File: config.mk
export PLATFORM = sky130hd
export DESIGN_NAME = lru_unique_tracker
export DESIGN_NICKNAME = d
export VERILOG_FILES = /design/src/rtl/lru_unique_tracker.sv
export SDC_FILE = /design/constraint.sdc
export NUM_CORES = 1
export LEC_CHECK = 0
export ABC_AREA = 0
export CORE_ASPECT_RATIO = 0.6
export CORE_MARGIN = 5
export CORE_UTILIZATION = 49
export CTS_CLUSTER_SIZE = 30
export DETAILED_ROUTE_END_ITERATION = 6
export PLACE_DENSITY = 0.77
export SLEW_MARGIN = 25
export SYNTH_ARGS = -nofsm -noshare
export SYNTH_HDL_FRONTEND = slang
export SYNTH_SLANG_ARGS = --single-unit
File: constraint.sdc
create_clock -name clk_in -period 2.6 [get_ports clk_in]
set_input_delay 0.26 -clock clk_in [delete_from_list [all_inputs] [get_ports clk_in]]
set_output_delay 0.26 -clock clk_in [all_outputs]
set_load 0.02 [all_outputs]
File: src/rtl/lru_unique_tracker.sv
// lru_unique_tracker: most-recent-first history of the NUM latest distinct values with move-to-front,
// plus hit/index, eviction and occupancy reporting.
module lru_unique_tracker #(
    parameter int WIDTH = 8,
    parameter int NUM = 4,
    localparam int IW = $clog2(NUM),
    localparam int CW = $clog2(NUM + 1)
) (
    input  logic                       clk_in,
    input  logic                       rst_in,
    input  logic                       in_valid,
    input  logic [WIDTH-1:0]           data_in,
    input  logic                       clear_in,
    output logic [NUM-1:0][WIDTH-1:0]  out,
    output logic [NUM-1:0]             out_valid,
    output logic [CW-1:0]              count_out,
    output logic                       hit_out,
    output logic [IW-1:0]              hit_idx_out,
    output logic                       evict_valid_out,
    output logic [WIDTH-1:0]           evict_data_out
);
    logic [NUM-1:0]            match;
    logic                      hit;
    logic                      accept;
    logic [IW-1:0]             m;
    logic [NUM-1:0][WIDTH-1:0] data_nxt;

    always_comb begin
        accept = in_valid && !clear_in;
        m = '0;
        match = '0;
        for (int k = 0; k < NUM; k++) begin
            match[k] = out_valid[k] && out[k] == data_in;
            m = match[k] ? IW'(k) : m;
        end
        hit = |match;
        // a miss shifts every slot; a hit shifts only slots up to the match
        data_nxt[0] = accept ? data_in : out[0];
        for (int k = 1; k < NUM; k++)
            data_nxt[k] = (accept && (!hit || IW'(k) <= m)) ? out[k-1] : out[k];
    end

    always_ff @(posedge clk_in or posedge rst_in) begin
        if (rst_in) begin
            out             <= '0;
            out_valid       <= '0;
            count_out       <= '0;
            hit_out         <= 1'b0;
            hit_idx_out     <= '0;
            evict_valid_out <= 1'b0;
            evict_data_out  <= '0;
        end else begin
            out             <= data_nxt;
            hit_out         <= accept && hit;
            evict_valid_out <= accept && !hit && out_valid[NUM-1];
            hit_idx_out     <= (accept && hit) ? m : hit_idx_out;
            evict_data_out  <= (accept && !hit && out_valid[NUM-1]) ? out[NUM-1] : evict_data_out;
            out_valid       <= clear_in ? '0 : (accept && !hit) ? {out_valid[NUM-2:0], 1'b1} : out_valid;
            count_out       <= clear_in ? '0 :
                               (accept && !hit && count_out != CW'(NUM)) ? count_out + 1'b1 : count_out;
        end
    end
endmodule

; ---- Yosys cells after proc, flatten, opt, wreduce, memory -nomap -nowiden
; Cells that the tools add are included.
[op_classes]
n_addsub = 1
order_cmp = 3
eq_ne = 5
n_mux = 7
n_reduce_logical = 20
[ops]
columns = op, n
row1 = $eq A8 B8 Y1, 4
row2 = $logic_and A1 B1 Y1, 12
row3 = $mux W4, 2
row4 = $mux W3, 2
row5 = $le A2 B2 Y1 const A, 2
row6 = $mux W2, 2
row7 = $reduce_bool A2 Y1, 2
row8 = $reduce_or A4 Y1, 1
row9 = $add A3 B1 Y3 const B, 1
row10 = $logic_or A1 B1 Y1, 3
row11 = $ne A3 B3 Y1 const B, 1
row12 = $le A1 B2 Y1 const A, 1
row13 = $logic_not A1 Y1, 2
row14 = $mux W1, 1
[word_totals]
reg_bits = 51
in_bits = 12
out_inout_bits = 51
elab_cells = 46

; ---- Longest topological paths before layout
; Gate-level depths: netlist of the first run.
[logic_depth]
depth_word = 8
ltp_mapped = 8
ltp_nobuf = 6

; ---- Worst setup path before layout of the first run
; Ideal clock, no wire load.
[synth_timing]
path_kind = reg2reg
start = register out[26] in the netlist's numbering
end = register evict_data_out[0]
setup_time_ns = 0.125
t_arrival_ns = 1.865
required_time_ns = 2.475
slack_ns = 0.610
stages_incl_launch_ff = 8
n_path_buf = 1
period_less_slack_ns = 1.990
cell_sequence = dfrtp_1 xnor2_1 nand4_1 nor3_2 nor4_4 and3_1 buf_6 mux2_4
[synth_between]
elab_chain_cells = 6
[synth_lines]
columns = item, line
row1 = "start, declared", 14  ; output logic [NUM-1:0][WIDTH-1:0] out,
row2 = "start signal, assigned", 53  ; out <= data_nxt;
row3 = $eq A8 B8 Y1, 33  ; match[k] = out_valid[k] && out[k] == data_in;
row4 = $logic_and A1 B1 Y1, 33
row5 = $reduce_or A4 Y1, 36  ; hit = |match;
row6 = $logic_not A1 Y1, 57  ; evict_data_out <= (accept && !hit && out_valid[NUM-1]) ? out[NUM-1] : evict_data_out;
row7 = $logic_and A1 B1 Y1 (2 in series), 57
row8 = "end signal, assigned", 57
row9 = "end, declared", 20  ; output logic [WIDTH-1:0] evict_data_out
; No other way between the ends.
; A chain may end at the register's enable or synchronous reset.

; ---- Final worst setup path of the first run
[layout_timing]
start = input port data_in[5]
end = register out[16] in the netlist's numbering
[layout_between]
elab_chain_cells = 8
word_cells_on_any_way = 16
classes_between = order compare (1) / eq/ne (4) / mux (3) / reduce/logical (8)
[layout_lines]
columns = item, line
row1 = "start, declared", 12  ; input logic [WIDTH-1:0] data_in,
row2 = $eq A8 B8 Y1, 33
row3 = $logic_and A1 B1 Y1, 33
row4 = $mux W1, 34  ; m = match[k] ? IW'(k) : m;
row5 = $mux W2 (2 in series), 34
row6 = $le A2 B2 Y1, 40  ; data_nxt[k] = (accept && (!hit || IW'(k) <= m)) ? out[k-1] : out[k];
row7 = $logic_or A1 B1 Y1 *, 40
row8 = $logic_and A1 B1 Y1 *, 40
; Every way passes the cells marked *; elsewhere a longest branch is shown, timed or not.

==> impl_metrics.csv, run 1 <==
group,metric,value,unit
timing,min_period_over_period,92.33,%
cells_and_area,layout_commonest_cell,"clkdlybuf4s50_1",
critical_path,required,2.78,ns
synth,synth-edff-count,0,
synth,synth-main-ff-cell,"dfrtp_1",
power_and_ir_drop,switching_share,33.76,%
routing,ant_nets,0,
grt,grt_pass1_vias,1802,
power_and_ir_drop,p_leak,1.415,nW
critical_path,crit_path_max_incr_delay,0.67,ns
grt,track_usage,18.55,%
synth,ys_ff_latch,51,
floorplanning,placementRows,20,
cells_and_area,multi_input_area,0.001177,mm²
clock_network,cts_hold_buffers,0,
timing,finalSetupViolCount,0,
floorplanning,die_x,103.3,µm
grt,antenna_found_initial,0,
placement,hpwlAfterDp,4603,µm
synth,yosysWarningCount,0,
timing,final_hold_viol_count,0,
critical_path,cp_data_arrival_time,2.58,ns
clock_network,htree_levels,2,
cells_and_area,diodes,0,
routing,drtIter0Drc,43,
synth,async_flop_share,100.0,%
clock_network,cts_resized,0,
critical_path,crit_path_max_fanout,8,
power_and_ir_drop,clockPowerShare,19.1,%
routing,totalWireLength,5817,µm
floorplanning,chipHeight,66,µm
synth,avgSynthCellArea,12.08,µm²
cells_and_area,layout-drive-gt1-share,21.01,%
placement,place.port_buffers,62,
synth,syn_inst,212,
clock_network,clkTransAtPathRegs,0.09,ns
critical_path,slowest_stage,"clkdlybuf4s50_1",
flow_run,cap_violations,0,
routing,dr.pass1.iters,4,
clock_network,post-cts-setup-buffers,0,
critical_path,worst-setup-path-type,"in -> reg",
timing,tightestPinTransition,0.5319,ns
routing,route.vias.total,1743,
clock_network,cts_tree,"built",
clock_network,cts_buffers,5,
timing,rsz0062_at_grt,"false",
power_and_ir_drop,total_power,2.565,mW
cells_and_area,regArea,0.001276,mm²
critical_path,path_cells,"clkdlybuf4s50_1 > xnor2_1 > nand4_1 > nor4_4 > nor2_1 > o21ai_4 > mux2_2",
min_path,min_path_type,"in -> async",
placement,place.gp.congestion,0.8157,
grt,grt_max_degree,20,
cells_and_area,num-fill-cells,406,
critical_path,startpoint_type,"input port",
critical_path,cp-end-kind,"flop",
synth,yosysUniqueCellTypes,31,
power_and_ir_drop,p_sw,865.8,µW
floorplanning,core,0.005055,mm²
routing,avgRoutedWirePerCell,17.01,µm
clock_network,cts_buffer_depth,2,
grt,overflow,0,
floorplanning,ios,63,
synth,ys_seq_area_share,49.83,%
timing,skew,0.003977,ns
floorplanning,design.die.area,0.006820,mm²
cells_and_area,areaGrowthSynthToFinish,30.29,%
critical_path,path_delay_family,"simple AND/OR/NAND/NOR gates",
clock_network,clock-sinks,51,
cells_and_area,final_cell_mix,"62 x clkdlybuf4s50_1, 51 x dfrtp_1, 31 x nand2_1",
clock_network,clockRootBuffer,"clkbuf_8",
routing,drc,0,
grt,grt_first_pass_wirelength,9646,µm
power_and_ir_drop,internal_power,1.699,mW
critical_path,reg2reg_from,"out[5]",
timing,fmax,0.4166,GHz
power_and_ir_drop,irDropWorstVdd,0.3469,mV
cells_and_area,layout.nets,289,
power_and_ir_drop,p_per_area,768.6,mW/mm²
timing,maxSlewHeadroom,64.54,%
clock_network,clk_latency,0.30,ns
power_and_ir_drop,combPwrFrac,36.1,%
routing,via_per_inst,5.096,
critical_path,cp_num_buf_inv,1,
power_and_ir_drop,power_frac_seq,44.8,%
run_status,status,"completed",
timing,slew_violations,0,
timing,min_period,2.401,ns
synth,synth_nets,226,
floorplanning,start_util,50.67,%
critical_path,worstSetupStartpoint,"data_in[5]",
synth,syn_area,0.002561,mm²
timing,timing.setup.tns,0,ns
-- power by group through the flow --
stage	Clock, mW	Combinational, mW	Sequential, mW
after global placement	0	0.921	1.15
after CTS	0.499	0.940	1.15
after detailed placement	0	0.936	1.16
after global routing	0.536	0.989	1.18
after floorplan	0	0.352	1.30
final	0.490	0.927	1.15
-- through the flow --
step / cell area, µm² / instances / util [%] / hold WS [ns] / setup slack [ns]
6_report: 3337 / 342 / 66.01 / 0.2725 / 0.1994
3_3_place_gp: 3237 / 334 / 64.03 / 0.4840 / -0.01322
4_1_cts: 3337 / 342 / 66.01 / 0.2813 / 0.2159
5_1_grt: 3337 / 342 / 66.01 / 0.3145 / 0.1057
2_1_floorplan: 2561 / 212 / - / 0.3231 / 0.6101
3_5_place_dp: 3237 / 334 / 64.03 / 0.4970 / -0.09812
-- Yosys cell counts (4+ instances only) --
cell | count | area (µm²)
mux2_4 | 8 | 120.1
nand3_1 | 6 | 30.03
nor2b_1 | 4 | 25.02
nand4_1 | 4 | 25.02
mux2_2 | 26 | 292.8
nand2_1 | 31 | 116.4
a21oi_1 | 5 | 25.02
nand2b_1 | 4 | 25.02
inv_1 | 4 | 15.01
o21ai_0 | 4 | 20.02
dfrtp_1 | 51 | 1276
xnor2_1 | 29 | 254.0
buf_4 | 5 | 37.54
-- final timing paths --
path	end	slack, ns	depth (start not counted)
setup / recovery	out[16]	0.20	7
hold / removal	count_out[2]	0.27	2
setup reg to reg	out[16]	0.39	6
hold reg to reg	hit_idx_out[0]	0.51	2
max in group asynchronous	out_valid[3]	1.71	3
min in group clk_in	hit_idx_out[0]	0.51	2
-- sequential cells by signal (all words and copies together), names as in the netlist --
name             cells
count_out            3
evict_data_out       8
evict_valid_out      1
hit_idx_out          2
hit_out              1
out                 32
out_valid            4
-- worst register-to-register path: stages, from the launching register on --
cell	delay, ns
dfrtp_1	0.43
xnor2_1	0.21
nand4_1	0.19
nor4_4	0.38
nor2_1	0.17
o21ai_4	0.34
mux2_2	0.39
-- layer usage --
layer	vias up	track usage (%)	share of wire [%]
li1	835	-	-
met1	856	28.93	51
met2	52	26.04	43
met3	0	4.531	5.9
met4	0	3.554	0
met5	-	0	0
-- kinds of logic after synthesis --
logic type,share of synthesized area [%]
compound gates,4.250
xor+xnor,11.53
fa+ha+maj,0.9769
buf+inv,4.201
flops,49.83
mux,16.51
simple gates,12.70
-- final cells by class --
type / count / share of cell area (%)
Tap cell: 66 / 2.475
Multi-Input combinational cell: 144 / 35.28
Inverter: 4 / 0.4499
Clock buffer: 8 / 3.000
Sequential cell: 51 / 38.25
Timing Repair Buffer: 69 / 20.55
(Power assumes the default switching activity.)
==> run 2: changes to the inputs <==
--- a/config.mk
+++ b/config.mk
@@ -7,7 +7,6 @@
 export LEC_CHECK = 0
 export ABC_AREA = 0
 export CORE_ASPECT_RATIO = 0.6
-export CORE_MARGIN = 5
 export CORE_UTILIZATION = 49
 export CTS_CLUSTER_SIZE = 30
 export DETAILED_ROUTE_END_ITERATION = 6
==> impl_metrics.csv, run 2 (synthesis gave the netlist of run 1 again) <==
group,metric,value,unit
run_status,status,"completed",
timing,rsz0062_at_grt,"false",
timing,tightestPinTransition,0.4894,ns
cells_and_area,largest_reg_flops,32,
timing,timing.setup.tns,0,ns
critical_path,r2r-end,"out[24]",
cells_and_area,diodes,0,
timing,min_period,2.359,ns
critical_path,cp-end-kind,"flop",
routing,totalWireLength,5769,µm
cells_and_area,layout.nets,293,
floorplanning,core,0.004802,mm²
power_and_ir_drop,irDropWorstVdd,0.4404,mV
critical_path,worst-setup-path-type,"in -> reg",
grt,overflow,0,
cells_and_area,num-fill-cells,344,
timing,min_period_over_period,90.72,%
clock_network,cts_tree,"built",
clock_network,post-cts-setup-buffers,0,
routing,drc,0,
grt,antenna_found_initial,0,
placement,placed_cell_area,0.003276,mm²
cells_and_area,layout_commonest_cell,"clkdlybuf4s50_1",
cells_and_area,layout-drive-gt1-share,22.14,%
clock_network,htree_levels,2,
grt,grt_max_degree,52,
floorplanning,ios,63,
clock_network,cts_resized,0,
cells_and_area,regMostFlops,"out",
clock_network,clockRootBuffer,"clkbuf_8",
critical_path,critical_path.endpoint,"out[9]",
critical_path,rrSetupSlack,0.39,ns
cells_and_area,final_cell_mix,"62 x clkdlybuf4s50_1, 51 x dfrtp_1, 31 x nand2_1",
power_and_ir_drop,p_leak,1.455,nW
timing,final_hold_viol_count,0,
timing,fmax,0.4240,GHz
timing,slew_violations,0,
cells_and_area,multi_input_area,0.001177,mm²
cells_and_area,areaGrowthSynthToFinish,33.07,%
min_path,min_path_type,"in -> async",
critical_path,crit_path_max_fanout,8,
cells_and_area,fin_util,70.97,%
cells_and_area,final_area,0.003408,mm²
critical_path,required,2.79,ns
routing,drtIter0Drc,69,
flow_run,cap_violations,0,
routing,route.vias.total,1798,
clock_network,clkTransAtPathRegs,0.08,ns
clock_network,cts_buffer_depth,2,
cells_and_area,largestRegisters,"out (32), evict_data_out (8), out_valid (4)",
clock_network,clk_latency,0.30,ns
critical_path,reg2regPathDepth,6,
floorplanning,design.die.area,0.005529,mm²
critical_path,reg2reg_from,"out[16]",
grt,grt_pass1_vias,1681,
floorplanning,die_x,95.34,µm
routing,dr.pass1.iters,4,
routing,ant_nets,0,
grt,track_usage,23.05,%
floorplanning,placementRows,19,
grt,grt_first_pass_wirelength,9197,µm
routing,avgRoutedWirePerCell,16.82,µm
floorplanning,chipHeight,58,µm
critical_path,cp_data_arrival_time,2.55,ns
clock_network,clock-sinks,51,
timing,maxSlewHeadroom,67.37,%
timing,whs,0.3140,ns
timing,finalSetupViolCount,0,
placement,place.gp.congestion,0.9039,
critical_path,startpoint_type,"input port",
cells_and_area,regArea,0.001276,mm²
power_and_ir_drop,p_per_area,794.9,mW/mm²
placement,hpwlAfterDp,4324,µm
critical_path,worstSetupStartpoint,"data_in[1]",
placement,place.port_buffers,62,
clock_network,cts_buffers,5,
clock_network,cts_hold_buffers,0,
timing,skew,0.007827,ns
routing,via_per_inst,5.242,
floorplanning,start_util,53.34,%
[run 2: worst min-delay path by stage]
stage | end | from | slack, ns | cells after the start
5_1_grt | out[2] | rst_in | 0.34 | 3
6_report | out[25] | rst_in | 0.31 | 3
3_5_place_dp | hit_idx_out[0] | hit_idx_out[0] | 0.49 | 2
2_1_floorplan | count_out[0] | clear_in | 0.32 | 1
4_1_cts | out[15] | rst_in | 0.32 | 3
3_3_place_gp | hit_idx_out[0] | hit_idx_out[0] | 0.49 | 2
[run 2: cell type report]
| class | instances | area share, % |
|---|---|---|
| Timing Repair Buffer | 73 | 21.37 |
| Clock buffer | 6 | 2.129 |
| Tap cell | 63 | 2.313 |
| Sequential cell | 51 | 37.44 |
| Inverter | 4 | 0.4405 |
| Multi-Input combinational cell | 144 | 34.54 |
| Clock inverter | 2 | 1.762 |
[run 2: layer usage]
metal / share of wire, % / routed length (µm) / track usage [%]
met5: 0 / 0 / 0
met1: 51 / 2953 / 36.80
met4: 1.5 / 84 / 6.926
met2: 39 / 2260 / 29.90
met3: 8.1 / 470 / 6.299
[run 2: critical path, stage by stage]
cell	delay [ns]
clkdlybuf4s50_1	0.65
xnor2_1	0.17
nand4_1	0.21
nor4_4	0.36
nand2b_1	0.16
o21ai_4	0.34
mux2_2	0.38
[run 2: report_power, final]
part           switching [mW]  internal [mW]  total (mW)
Combinational           0.430          0.510       0.940
Sequential              0.186          0.947        1.13
Clock                   0.253          0.384       0.637
[run 2: per-stage QoR]
stage	worst slack, ns	std cells	power [mW]
2_1_floorplan	0.6101	212	1.648
6_report	0.2412	343	2.709
3_3_place_gp	-0.004637	335	2.073
3_5_place_dp	-0.02119	335	2.086
4_1_cts	0.2895	343	2.730
5_1_grt	0.1132	343	2.845
